$ cat config.mk
export PLATFORM = sky130hd
export DESIGN_NAME = uart_tx_arbiter
export DESIGN_NICKNAME = d
export VERILOG_FILES = /design/src/rtl/uart_tx_arbiter.sv
export SDC_FILE = /design/constraint.sdc
export NUM_CORES = 1
export LEC_CHECK = 0
export CAP_MARGIN = 25
export CORE_UTILIZATION = 39
export CTS_CLUSTER_SIZE = 40
export DETAILED_ROUTE_END_ITERATION = 6
export GPL_ROUTABILITY_DRIVEN = 1
export GPL_TIMING_DRIVEN = 1
export PLACE_DENSITY = 0.62
export SETUP_SLACK_MARGIN = 0.02
export SLEW_MARGIN = 10
export SYNTH_ARGS = -nofsm -noshare
export SYNTH_HDL_FRONTEND = slang
export SYNTH_SLANG_ARGS = --single-unit
$ cat constraint.sdc
create_clock -name clk1 -period 6 [get_ports clk1]
set_input_delay 0.6 -clock clk1 [delete_from_list [all_inputs] [get_ports clk1]]
set_output_delay 0.6 -clock clk1 [all_outputs]
set_load 0.1 [all_outputs]
$ cat src/rtl/uart_tx_arbiter.sv
// rtl/uart_tx_arbiter.sv - round-robin scheduler sharing one UART transmitter among NUM_REQ requesters
//
// Ports:
//   clk1         system clock (transmitter system clock, not the baud tick)
//   rst          asynchronous, active-high reset
//   req          per-requester request level
//   req_data     requester i byte at [i*Data_length +: Data_length]
//   grant        one-hot, one-cycle pulse: requester's byte accepted
//   tx_data      byte to transmitter datain, held from launch until the next grant
//   tx_send      send strobe to the transmitter, held until tx_done is seen low
//   tx_done      from transmitter, high = idle or frame finished (asynchronous)
//   busy         high from launch until the frame completes or times out
//   active_id    index of the requester currently owning the transmitter
//   frame_done   one-cycle pulse when the owned frame completes
//   err_timeout  one-cycle pulse when tx_done fails to fall within START_TIMEOUT
module uart_tx_arbiter #(
  parameter int NUM_REQ       = 4,
  parameter int Data_length   = 8,
  parameter int START_TIMEOUT = 1024,
  parameter int GAP_CYCLES    = 4,
  localparam int ID_W         = (NUM_REQ > 1) ? $clog2(NUM_REQ) : 1
) (
  input  logic                             clk1,
  input  logic                             rst,
  input  logic [NUM_REQ-1:0]               req,
  input  logic [NUM_REQ*Data_length-1:0]   req_data,
  output logic [NUM_REQ-1:0]               grant,
  output logic [Data_length-1:0]           tx_data,
  output logic                             tx_send,
  input  logic                             tx_done,
  output logic                             busy,
  output logic [ID_W-1:0]                  active_id,
  output logic                             frame_done,
  output logic                             err_timeout
);

  localparam int TW = $clog2(START_TIMEOUT) + 1;
  localparam int GW = $clog2(GAP_CYCLES + 1) + 1;
  localparam logic [TW-1:0] TO_LAST  = TW'(START_TIMEOUT - 1);
  localparam logic [GW-1:0] GAP_LAST = GW'((GAP_CYCLES > 0) ? GAP_CYCLES - 1 : 0);

  typedef enum logic [1:0] {IDLE, START, BUSY, GAP} state_t;

  state_t                   state_q, state_d;
  logic                     done_meta, done_sync;
  logic [ID_W-1:0]          rr_q, rr_d;
  logic [TW-1:0]            to_cnt_q, to_cnt_d;
  logic [GW-1:0]            gap_cnt_q, gap_cnt_d;

  logic [NUM_REQ-1:0]       grant_d;
  logic [Data_length-1:0]   tx_data_d;
  logic                     tx_send_d, busy_d, frame_done_d, err_timeout_d;
  logic [ID_W-1:0]          active_id_d;

  logic                     win_found;
  logic [ID_W-1:0]          win_idx, cand;
  logic [Data_length-1:0]   slot [NUM_REQ];

  for (genvar g = 0; g < NUM_REQ; g++) begin : g_slot
    assign slot[g] = req_data[g*Data_length +: Data_length];
  end

  // Search starts just after the last winner so every requester gets a turn.
  always_comb begin
    win_found = 1'b0;
    win_idx   = '0;
    cand      = '0;
    for (int i = 1; i <= NUM_REQ; i++) begin
      cand = ID_W'((int'(rr_q) + i) % NUM_REQ);
      if (!win_found && req[cand]) begin
        win_found = 1'b1;
        win_idx   = cand;
      end
    end
  end

  always_comb begin
    state_d       = state_q;
    rr_d          = rr_q;
    to_cnt_d      = to_cnt_q;
    gap_cnt_d     = gap_cnt_q;
    grant_d       = '0;
    tx_data_d     = tx_data;
    tx_send_d     = tx_send;
    busy_d        = busy;
    active_id_d   = active_id;
    frame_done_d  = 1'b0;
    err_timeout_d = 1'b0;
    case (state_q)
      IDLE: begin
        if (win_found && done_sync) begin
          grant_d     = NUM_REQ'(1) << win_idx;
          tx_data_d   = slot[win_idx];
          active_id_d = win_idx;
          rr_d        = win_idx;
          busy_d      = 1'b1;
          tx_send_d   = 1'b1;
          to_cnt_d    = '0;
          state_d     = START;
        end
      end
      START: begin
        if (!done_sync) begin
          tx_send_d = 1'b0;
          state_d   = BUSY;
        end else if (to_cnt_q == TO_LAST) begin
          // Transmitter never acknowledged: drop the byte, keep rr advanced.
          tx_send_d     = 1'b0;
          busy_d        = 1'b0;
          err_timeout_d = 1'b1;
          gap_cnt_d     = '0;
          state_d       = (GAP_CYCLES == 0) ? IDLE : GAP;
        end else begin
          to_cnt_d = to_cnt_q + TW'(1);
        end
      end
      BUSY: begin
        // Only entered after tx_done was seen low, so high here is the rising edge.
        if (done_sync) begin
          frame_done_d = 1'b1;
          busy_d       = 1'b0;
          gap_cnt_d    = '0;
          state_d      = (GAP_CYCLES == 0) ? IDLE : GAP;
        end
      end
      GAP: begin
        if (gap_cnt_q == GAP_LAST) state_d = IDLE;
        else                       gap_cnt_d = gap_cnt_q + GW'(1);
      end
      default: state_d = IDLE;
    endcase
  end

  // tx_done comes from the baud domain; reset to 0 so nothing launches until
  // the transmitter has been seen idle through the synchroniser.
  always_ff @(posedge clk1 or posedge rst) begin
    if (rst) begin
      done_meta <= 1'b0;
      done_sync <= 1'b0;
    end else begin
      done_meta <= tx_done;
      done_sync <= done_meta;
    end
  end

  always_ff @(posedge clk1 or posedge rst) begin
    if (rst) begin
      state_q     <= IDLE;
      rr_q        <= ID_W'(NUM_REQ - 1);
      to_cnt_q    <= '0;
      gap_cnt_q   <= '0;
      grant       <= '0;
      tx_data     <= '0;
      tx_send     <= 1'b0;
      busy        <= 1'b0;
      active_id   <= '0;
      frame_done  <= 1'b0;
      err_timeout <= 1'b0;
    end else begin
      state_q     <= state_d;
      rr_q        <= rr_d;
      to_cnt_q    <= to_cnt_d;
      gap_cnt_q   <= gap_cnt_d;
      grant       <= grant_d;
      tx_data     <= tx_data_d;
      tx_send     <= tx_send_d;
      busy        <= busy_d;
      active_id   <= active_id_d;
      frame_done  <= frame_done_d;
      err_timeout <= err_timeout_d;
    end
  end

endmodule

==> run_results.csv <==
group,metric,value,unit
logic_synthesis,synth-edff-count,0,
timing,slew_violations,0,
cells_and_area,multi_input_area,1141,um^2
route,drt_first_pass_iters,4,
route,wl_per_cell,14.16,um
floorplan,fp.dieArea,6099,um^2
worst_setup_path,critical-path-top-delay-family,"compound AO/OA/AOI/OAI gates",
power_and_ir_drop,p_per_area,480.1,nW/um^2
clocking,numCtsBuffers,5,
clocking,path_clk_slew,70,ps
grt,met2_usage,0.2754,
worst_setup_path,critPathArrivalTime,2950,ps
clocking,cts_resized,0,
worst_setup_path,worstReg2RegEnd,"to_cnt_q[7]$_DFFE_PP0P_",
logic_synthesis,netlist_instances,230,
worst_setup_path,critPathLaunchType,"input pin",
route,via_count,1856,
outcome,status,"completed",
floorplan,dieWidth,78.10,um
logic_synthesis,yosysSeqAreaShare,0.4332,
timing,tightest_slew,995.6,ps
cells_and_area,drive_gt1_frac,0.1021,
route,vias_per_cell,5.213,
placement,placed_cell_area,2849,um^2
worst_setup_path,cp_num_buf_inv,1,
worst_hold_path,hold_path.class,"flip-flop to flip-flop",
grt,grt_use_total,0.1764,
logic_synthesis,synthArstFlopShare,1.000,
grt,grt_max_degree,40,
timing,relSlewSlack,0.3342,
worst_setup_path,crit_required,6210,ps
worst_setup_path,end_kind,"flip-flop",
grt,met3_usage,0.03953,
clocking,post_cts_buffers,0,
worst_setup_path,cpPeakStageDelay,880,ps
grt,grt_pass1_wl,8424,um
clocking,cts_buffer_depth,2,
route,ant_nets,0,
cells_and_area,final_util,0.5321,
clocking,clk_latency,290,ps
worst_hold_path,hold_depth,0,
clocking,cts_root_buffer,"clkbuf_8",
grt,antenna_found_initial,0,
power_and_ir_drop,leakage,1.255,nW
clocking,cts_sinks,39,
clocking,htreeDepth,2,
placement,io_buffers,56,
worst_setup_path,slowest_stage,"and3_1",
cells_and_area,seqCellArea,978.4,um^2
floorplan,start_util,0.4076,
grt,grt_pass1_vias,1776,
logic_synthesis,synth-main-ff-cell,"dfrtp_1",
logic_synthesis,yosysUniqueCellTypes,49,
grt,grt.busiest_layer,"met2",
timing,timing.setup.tns,0,ps
route,routed_wirelength,5040,um
logic_synthesis,netlist_area,2258,um^2
worst_setup_path,crit_chain,"clkdlybuf4s50_1 -> o21ai_1 -> and3_1 -> a211oi_1 -> a211oi_2",
placement,place_ws,2940,ps
floorplan,die_h,78.10,um
worst_setup_path,critPathLaunch,"req[1]",
logic_synthesis,synth.net_count,276,
route,drc,0,
logic_synthesis,yosysWarnings,0,
worst_hold_path,hold_path_startpoint,"done_meta$_DFF_PP0_",
power_and_ir_drop,vdd_ir_drop_max,0.2396,mV
cells_and_area,fill_cells,509,
flow_run,cap_violations,0,
timing,worst_slack,3252,ps
route,drt_iter0_drc,83,
floorplan,rows,27,
timing,rsz0062_at_grt,"no",
worst_hold_path,hold_end,"done_sync$_DFF_PP0_",
clocking,cts_hold_buf,0,
worst_setup_path,crit_type,"input pin to flip-flop",
floorplan,ioPinCount,57,
worst_setup_path,reg2reg_depth,7,
worst_setup_path,reg2reg_slack,3500,ps
timing,layout_min_cycle_time,2748,ps
cells_and_area,antenna_cells,0,
timing,finalHoldViolCount,0,
cells_and_area,stdcell_area,2948,um^2
cells_and_area,syn2layout_area_growth,30.53,%
grt,gr-total-overflow,0,
placement,gp_congestion,0.7708,
placement,hpwlAfterDp,3643,um
timing,skew,8.030,ps
logic_synthesis,synth_seq_cells,39,
worst_setup_path,timing.rr.start,"state_q[1]$_DFFE_PP0P_",
floorplan,core_area,5540,um^2
timing,fmax,363.9,MHz
grt,grtUsageMet1,0.2356,
timing,setup_viol,0,
timing,finalCritPeriodShare,0.4580,
worst_setup_path,critPathMaxFanout,22,
cells_and_area,nets,329,
clocking,tritoncts,"built",
logic_synthesis,syn_avg_cell_area,9.819,um^2
-- how the worst max path moves through the flow --
stage,to,depth (start not counted),slack (ps)
2_1_floorplan,state_q[1]$_DFFE_PP0P_,6,3970
3_3_place_gp,tx_data[0]$_DFFE_PP0P_,5,3010
3_5_place_dp,tx_data[5]$_DFFE_PP0P_,5,2940
4_1_cts,tx_data[7]$_DFFE_PP0P_,5,3240
5_1_grt,tx_data[2]$_DFFE_PP0P_,5,3030
6_report,tx_data[4]$_DFFE_PP0P_,5,3250
-- layout by cell type, fill, tap and decap left out, types with 4 or more instances in the layout --
| cell type | n |
|---|---|
| a211oi_1 | 10 |
| and3_1 | 6 |
| nand2_1 | 13 |
| ha_1 | 7 |
| clkbuf_8 | 6 |
| clkdlybuf4s50_1 | 56 |
| o21ai_0 | 7 |
| nand2b_1 | 5 |
| a31oi_1 | 9 |
| a211oi_2 | 8 |
| xnor2_1 | 6 |
| inv_1 | 19 |
| a21oi_1 | 7 |
| nor2_1 | 28 |
| mux2i_1 | 8 |
| dfrtp_1 | 37 |
| nand3_1 | 4 |
-- sequential cells by signal, summed over array words and instances (netlist names), 2 cells and up --
name	cells
active_id	2
gap_cnt_q	4
grant	4
rr_q	2
state_q	2
to_cnt_q	11
tx_data	8
-- synthesized netlist by cell type (3+ instances only) --
cell,number,share of area
nor2_1,28,0.047
a21o_1,3,0.010
nor3b_1,3,0.010
or3_1,3,0.0083
o21ai_1,3,0.0066
a211oi_1,10,0.033
dfrtp_1,37,0.41
inv_1,19,0.032
mux2i_1,8,0.035
a31oi_1,9,0.025
nor3_1,3,0.0066
nand2b_1,5,0.014
a211oi_2,8,0.044
nand3_1,4,0.0089
xnor2_1,6,0.023
nand2_1,13,0.022
buf_2,7,0.016
o21ai_0,7,0.016
a21oi_1,7,0.016
ha_1,7,0.039
and3_1,6,0.017
-- layer usage --
metal	up-vias	wire, um
met3	13	172
met2	30	2316
met5	-	0
met1	881	2440
met4	0	111
li1	932	-
-- metrics by stage --
stage	total power [W]	cells	hold slack, ps
floorplan	0.001060	230	331.2
global placement	0.001229	347	334.3
detailed placement	0.001237	347	334.7
CTS	0.001429	355	351.8
global route	0.001509	356	359.4
finish	0.001415	356	349.0
-- kinds of logic (layout without fill, tap and decap cells) --
| group | count (synthesis) | count (layout) | synth area share |
|---|---|---|---|
| AOI/OAI and AO/OA | 66 | 66 | 0.2349 |
| xor gates and xnor gates | 6 | 6 | 0.02327 |
| adders and majority gates | 7 | 7 | 0.03878 |
| buffers and inverters | 31 | 85 | 0.06149 |
| DFF | 39 | 39 | 0.4332 |
| muxes | 9 | 9 | 0.04044 |
| and+or+nand+nor | 72 | 72 | 0.1679 |
-- power breakdown --
| part | switching [W] | internal (W) |
|---|---|---|
| combinational | 0.000583 | 0.000256 |
| clock | 0.0000902 | 0.0000928 |
| sequential | 0.0000529 | 0.000340 |
| total | 0.000726 | 0.000689 |
-- area by class of cell --
type	instances	area share
Multi-Input combinational cell	160	0.3871
Sequential cell	39	0.3319
Inverter	19	0.02419
Timing Repair Buffer	58	0.1952
Tap cell	72	0.03056
Clock inverter	1	0.001698
Clock buffer	7	0.02929
No activity file was read; power rests on OpenSTA's default activity.
